[src/rtl/bp_cfg_reader.sv]
// Configuration reader: returns fields of a built-in constant parameter table,
// either one field per request or all eight fields as a multi-beat dump.
module bp_cfg_reader #(
    parameter int cfg_id_width_p = 7,
    parameter int data_width_p   = 16
) (
    input  logic                      clk_i,
    input  logic                      reset_i,
    input  logic [cfg_id_width_p-1:0] cfg_id_i,
    input  logic                      req_v_i,
    input  logic [2:0]                req_field_i,
    input  logic                      req_dump_i,
    output logic                      req_ready_o,
    output logic                      resp_v_o,
    output logic [data_width_p-1:0]   resp_data_o,
    output logic [2:0]                resp_field_o,
    output logic                      resp_err_o,
    output logic                      resp_last_o,
    input  logic                      resp_yumi_i
);

    // The state tracks beats still to come after the one on the output. The
    // final beat (and a single read's only beat) is presented in e_idle so a
    // new request can be taken in the same cycle that beat is consumed.
    typedef enum logic [1:0] {e_idle, e_single, e_dump} state_e;

    state_e                    state_reg;
    logic [cfg_id_width_p-1:0] cfg_reg;
    logic                      resp_v_reg;
    logic [data_width_p-1:0]   resp_data_reg;
    logic [2:0]                resp_field_reg;
    logic                      resp_err_reg;
    logic                      resp_last_reg;

    logic                      accept;
    logic [2:0]                first_field;
    logic [2:0]                next_field;
    logic                      req_impl;
    logic [9:0]                req_val;
    logic [9:0]                next_val;

    function automatic logic cfg_impl(input logic [cfg_id_width_p-1:0] id);
        return 32'(id) <= 32'd10;
    endfunction

    function automatic logic [9:0] field_value(input logic [cfg_id_width_p-1:0] id,
                                               input logic [2:0] field);
        logic [31:0] id32;
        logic [9:0]  x_dim;
        logic [9:0]  y_dim;
        logic [9:0]  assoc;
        logic [9:0]  coherent;
        logic [9:0]  val;
        id32     = 32'(id);
        x_dim    = 10'd1;
        y_dim    = 10'd1;
        assoc    = 10'd8;
        coherent = 10'd1;
        case (id32)
            32'd1:   begin assoc = 10'd2; coherent = 10'd0; end
            32'd3:   assoc = 10'd2;
            32'd4:   x_dim = 10'd2;
            32'd5:   x_dim = 10'd3;
            32'd6:   begin x_dim = 10'd2; y_dim = 10'd2; end
            32'd7:   begin x_dim = 10'd3; y_dim = 10'd2; end
            32'd8:   begin x_dim = 10'd4; y_dim = 10'd2; end
            32'd9:   begin x_dim = 10'd4; y_dim = 10'd3; end
            32'd10:  begin x_dim = 10'd4; y_dim = 10'd4; end
            default: ;
        endcase
        case (field)
            3'd0:    val = x_dim;
            3'd1:    val = y_dim;
            3'd2:    val = coherent;
            3'd3:    val = 10'd39;
            3'd4:    val = 10'd40;
            3'd5:    val = assoc;
            3'd6:    val = assoc;
            default: val = 10'd512;
        endcase
        // Id 0 is the "inv" config with every field set to 1.
        if (id32 == 32'd0) begin
            val = 10'd1;
        end
        if (!cfg_impl(id)) begin
            val = 10'd0;
        end
        return val;
    endfunction

    assign req_ready_o = ~reset_i & (state_reg == e_idle) & (~resp_v_reg | resp_yumi_i);
    assign accept      = req_v_i & req_ready_o;
    assign first_field = req_dump_i ? 3'd0 : req_field_i;
    assign req_impl    = cfg_impl(cfg_id_i);
    assign req_val     = field_value(cfg_id_i, first_field);
    assign next_field  = resp_field_reg + 3'd1;
    assign next_val    = field_value(cfg_reg, next_field);

    always_ff @(posedge clk_i or posedge reset_i) begin
        if (reset_i) begin
            state_reg      <= e_idle;
            cfg_reg        <= '0;
            resp_v_reg     <= 1'b0;
            resp_data_reg  <= '0;
            resp_field_reg <= '0;
            resp_err_reg   <= 1'b0;
            resp_last_reg  <= 1'b0;
        end else if (accept) begin
            cfg_reg        <= cfg_id_i;
            resp_v_reg     <= 1'b1;
            resp_data_reg  <= data_width_p'(req_val);
            resp_field_reg <= first_field;
            resp_err_reg   <= ~req_impl;
            resp_last_reg  <= ~(req_dump_i & req_impl);
            state_reg      <= (req_dump_i & req_impl) ? e_dump : e_idle;
        end else if (resp_v_reg && resp_yumi_i) begin
            if (state_reg == e_dump) begin
                resp_data_reg  <= data_width_p'(next_val);
                resp_field_reg <= next_field;
                resp_last_reg  <= (next_field == 3'd7);
                state_reg      <= (next_field == 3'd7) ? e_idle : e_dump;
            end else begin
                resp_v_reg    <= 1'b0;
                resp_last_reg <= 1'b0;
            end
        end
    end

    assign resp_v_o     = resp_v_reg;
    assign resp_data_o  = resp_data_reg;
    assign resp_field_o = resp_field_reg;
    assign resp_err_o   = resp_err_reg;
    assign resp_last_o  = resp_last_reg;

endmodule
[config.mk]
export PLATFORM = sky130hd
export DESIGN_NAME = bp_cfg_reader
export DESIGN_NICKNAME = d
export VERILOG_FILES = /design/src/rtl/bp_cfg_reader.sv
export SDC_FILE = /design/constraint.sdc
export NUM_CORES = 1
export LEC_CHECK = 0
export ABC_CLOCK_PERIOD_IN_PS = 2410
export CAP_MARGIN = 5
export CORE_AREA = 2 2 68 70
export CTS_CLUSTER_DIAMETER = 60
export DETAILED_ROUTE_END_ITERATION = 10
export DIE_AREA = 0 0 70 72
export PLACE_DENSITY_LB_ADDON = 0.12
export SKIP_CTS_REPAIR_TIMING = 1
export SYNTH_ARGS = -nofsm -noshare
export SYNTH_HDL_FRONTEND = slang
export SYNTH_SLANG_ARGS = --single-unit
[constraint.sdc]
create_clock -name clk_i -period 2.41 [get_ports clk_i]
set_clock_uncertainty 0.1 [all_clocks]
set_input_delay 0.6025 -clock clk_i [delete_from_list [all_inputs] [get_ports clk_i]]
set_output_delay 0.6025 -clock clk_i [all_outputs]
set_load 0.005 [all_outputs]
==> impl_metrics.xml <==
<?xml version="1.0" encoding="UTF-8"?>
<metrics>
  <group name="layout">
    <metric name="layout_common_cells" unit="">sky130_fd_sc_hd__nand2_1 (32), sky130_fd_sc_hd__buf_4 (27), sky130_fd_sc_hd__clkdlybuf4s50_1 (26)</metric>
    <metric name="final.fill_count" unit="">428</metric>
    <metric name="largest_register_ffs" unit="">7</metric>
    <metric name="mostFrequentLayoutCell" unit="">sky130_fd_sc_hd__nand2_1</metric>
    <metric name="fin_nets" unit="">270</metric>
    <metric name="final_cells" unit="">301</metric>
    <metric name="antenna-diode-count" unit="">0</metric>
    <metric name="syn2layout_area_growth" unit="%">29.0</metric>
    <metric name="final_layout_size_suffix_gt1_share" unit="%">15.7</metric>
  </group>
  <group name="timing">
    <metric name="max-slew-margin-rel" unit="%">66.6</metric>
    <metric name="post-route-worst-setup-slack" unit="ns">0.142</metric>
    <metric name="tightestPinTransition" unit="ns">0.488</metric>
    <metric name="hold_viol" unit="">0</metric>
    <metric name="setup_viol" unit="">0</metric>
    <metric name="final.period_utilization" unit="%">94.1</metric>
    <metric name="timing.final.crit_period" unit="ns">2.27</metric>
    <metric name="grt_setup_unrepaired" unit="">no</metric>
    <metric name="finalMaxSlewViolations" unit="">0</metric>
    <metric name="fmaxAchievable" unit="MHz">441</metric>
  </group>
  <group name="yosys">
    <metric name="synth_seq_cells" unit="">20</metric>
    <metric name="yosysWarnings" unit="">0</metric>
    <metric name="synth_enable_flop_cells" unit="">0</metric>
    <metric name="synth-seq-area-share" unit="%">30.4</metric>
    <metric name="synth-async-reset-ratio" unit="%">100</metric>
    <metric name="syn_area" unit="sq um">1650</metric>
    <metric name="netlist.top_cell.by_area" unit="">sky130_fd_sc_hd__dfrtp_1</metric>
    <metric name="synthFlopType" unit="">sky130_fd_sc_hd__dfrtp_1</metric>
    <metric name="dominant_cells_by_area_after_synthesis" unit="">sky130_fd_sc_hd__dfrtp_1 (30%), sky130_fd_sc_hd__nand2_1 (7.3%), sky130_fd_sc_hd__buf_4 (5.0%), sky130_fd_sc_hd__nor2_1 (4.3%), sky130_fd_sc_hd__ha_1 (3.8%)</metric>
    <metric name="synth.avg_cell_area" unit="sq um">8.03</metric>
    <metric name="synth_top_cell_area_share" unit="%">30.4</metric>
    <metric name="synthesis.instances" unit="">205</metric>
    <metric name="ys_types" unit="">54</metric>
  </group>
  <group name="cts">
    <metric name="tritoncts" unit="">done</metric>
    <metric name="path_clk_slew" unit="ns">0.08</metric>
    <metric name="tritoncts_num_sinks" unit="">20</metric>
    <metric name="cts.root.buffer_cell" unit="">sky130_fd_sc_hd__clkbuf_8</metric>
    <metric name="cts-htree-levels" unit="">1</metric>
    <metric name="clk_path_buf_depth" unit="">2</metric>
    <metric name="clk_latency" unit="ns">0.26</metric>
    <metric name="numCtsBuffers" unit="">3</metric>
  </group>
  <group name="global_route">
    <metric name="grt_pass1_vias" unit="">1477</metric>
    <metric name="overflow" unit="">0</metric>
    <metric name="grt_start_max_net_pins" unit="">18</metric>
    <metric name="antenna_violations_before_repair" unit="">0</metric>
    <metric name="grtUsageTotal" unit="%">17.4</metric>
    <metric name="wire_length_of_the_first_global_routing_pass" unit="mm">7.08</metric>
  </group>
  <group name="setup_path">
    <metric name="critPathRequiredTime" unit="ns">2.49</metric>
    <metric name="crit-reg2reg-capture" unit="">resp_data_o[1]</metric>
    <metric name="setup.reg_to_reg.worst_slack" unit="ns">0.41</metric>
    <metric name="cp_data_arrival_time" unit="ns">2.35</metric>
    <metric name="reg2reg_from" unit="">resp_field_o[0]</metric>
    <metric name="worstRegToRegCells" unit="">6</metric>
    <metric name="cp-start-kind" unit="">primary input</metric>
    <metric name="worst-path-max-fanout" unit="">6</metric>
    <metric name="timing.setup.critical_path_class" unit="">primary input to flop</metric>
    <metric name="worst_setup_path_end_kind" unit="">flop</metric>
  </group>
  <group name="worst_hold_path">
    <metric name="endpoint_with_the_worst_hold_slack" unit="">cfg_reg[4]</metric>
    <metric name="whs_path_depth" unit="">2</metric>
    <metric name="hold_path.class" unit="">flop to flop</metric>
    <metric name="hp-start" unit="">cfg_reg[4]</metric>
  </group>
  <group name="power_and_ir_drop">
    <metric name="power.leakage" unit="nW">0.942</metric>
    <metric name="vdd.ir_drop.worst" unit="mV">0.349</metric>
    <metric name="power_density" unit="nW/um^2">1010</metric>
  </group>
  <group name="floorplanning">
    <metric name="floorplan.die.width" unit="microns">70</metric>
    <metric name="chipHeight" unit="microns">72</metric>
    <metric name="design.portCount" unit="">38</metric>
    <metric name="rows" unit="">24</metric>
    <metric name="die-area" unit="sq um">5040</metric>
    <metric name="start_util" unit="%">38.6</metric>
    <metric name="floorplan.core_area" unit="sq um">4260</metric>
  </group>
  <group name="routing">
    <metric name="drc" unit="">0</metric>
    <metric name="detail_route.iter0.violations" unit="">148</metric>
    <metric name="via_per_inst" unit="">5.30</metric>
    <metric name="drtPass1Iterations" unit="">4</metric>
    <metric name="detail-route-antenna-nets" unit="">0</metric>
    <metric name="wirelength" unit="mm">4.27</metric>
    <metric name="vias" unit="">1596</metric>
    <metric name="wire_per_inst" unit="microns">14.2</metric>
  </group>
  <group name="run_status">
    <metric name="outcome" unit="">complete, no violations</metric>
  </group>
  <group name="placement">
    <metric name="gp_congestion" unit="">0.902</metric>
    <metric name="pre_cts_slack" unit="ns">-0.119</metric>
    <metric name="dp.cells" unit="">297</metric>
    <metric name="detailedPlacementHpwl" unit="mm">3.35</metric>
    <metric name="placement.io_buffers" unit="">27</metric>
  </group>
  <group name="run">
    <metric name="timing.max_cap.violations" unit="">0</metric>
  </group>
</metrics>
[per-stage QoR]
stage	hold slack (ns)	util, %	area, sq um	total power [mW]	setup TNS (ns)
2_1_floorplan	0.366	-	1680	1.39	0
3_3_place_gp	0.382	48.4	2070	1.85	-0.247
3_5_place_dp	0.385	48.4	2070	1.87	-0.583
4_1_cts	0.404	49.7	2120	2.15	-0.126
5_1_grt	0.433	49.8	2120	2.33	0
6_report	0.406	49.8	2120	2.14	0
[critical path, cell delays in order]
cell                              delay [ns]
sky130_fd_sc_hd__clkdlybuf4s50_1        0.43
sky130_fd_sc_hd__buf_4                  0.15
sky130_fd_sc_hd__nand2b_1               0.15
sky130_fd_sc_hd__and3_1                 0.25
sky130_fd_sc_hd__nor3_1                 0.42
sky130_fd_sc_hd__o211ai_1               0.15
sky130_fd_sc_hd__a31oi_1                0.20
[final cells by class]
type	count	area, sq um	area share, %
inverters	6	22.5	1.06
clock buffers	4	55.1	2.59
flip-flops and latches	20	500	23.6
multi-input cells	165	1000	47.3
well taps	52	65.1	3.06
repair buffers	54	475	22.4
[worst max-delay path by stage]
stage	to	startpoint	slack [ns]
floorplan	resp_data_o[0]	cfg_id_i[5]	0.43
global placement	resp_data_o[3]	resp_yumi_i	-0.07
detailed placement	req_ready_o	resp_yumi_i	-0.12
CTS	req_ready_o	resp_yumi_i	-0.13
global route	resp_data_o[3]	resp_yumi_i	0.001
finish	resp_data_o[3]	resp_yumi_i	0.14
[per-layer routing]
metal | part of all wire [%] | GRT usage (%) | vias to the layer above
met1 | 48 | 24.3 | 765
met5 | 0 | 0 | -
met3 | 2.4 | 1.25 | 2
met2 | 48 | 29.1 | 34
li1 | - | - | 795
met4 | 0.80 | 5.13 | 0
[cell usage after synthesis, types with 2 or more instances]
master                     number
sky130_fd_sc_hd__nand2_1       32
sky130_fd_sc_hd__dfrtp_1       20
sky130_fd_sc_hd__nor2_1        19
sky130_fd_sc_hd__buf_4         11
sky130_fd_sc_hd__a21oi_1        8
sky130_fd_sc_hd__a31oi_1        7
sky130_fd_sc_hd__buf_2          6
sky130_fd_sc_hd__inv_1          6
sky130_fd_sc_hd__nor3_1         6
sky130_fd_sc_hd__o21ai_0        6
sky130_fd_sc_hd__clkbuf_1       5
sky130_fd_sc_hd__ha_1           5
sky130_fd_sc_hd__nand2b_1       5
sky130_fd_sc_hd__nand3_1        5
sky130_fd_sc_hd__o21ai_1        5
sky130_fd_sc_hd__a221oi_1       4
sky130_fd_sc_hd__nor2b_1        4
sky130_fd_sc_hd__a21o_1         3
sky130_fd_sc_hd__and3_1         3
sky130_fd_sc_hd__and3b_1        3
sky130_fd_sc_hd__nand3b_1       3
sky130_fd_sc_hd__nor4_1         3
sky130_fd_sc_hd__nor3_2         2
sky130_fd_sc_hd__nor3b_1        2
sky130_fd_sc_hd__xnor2_1        2
sky130_fd_sc_hd__xor2_1         2
[logic make-up after synthesis]
| group | count (synthesis) | share of synthesized area (%) |
|---|---|---|
| fa+ha+maj | 6 | 4.41 |
| flops | 20 | 30.4 |
| compound gates | 50 | 21.0 |
| buf+inv | 29 | 10.6 |
| xor+xnor | 4 | 2.13 |
| other cells | 1 | 0.228 |
| simple gates | 95 | 31.3 |
[power by group]
group	total (mW)	internal, mW	switching (mW)
registers	0.696	0.498	0.198
clock network	0.267	0.146	0.121
logic	1.18	0.596	0.584
total	2.14	1.24	0.904
No activity file was read; power rests on OpenSTA's default activity.
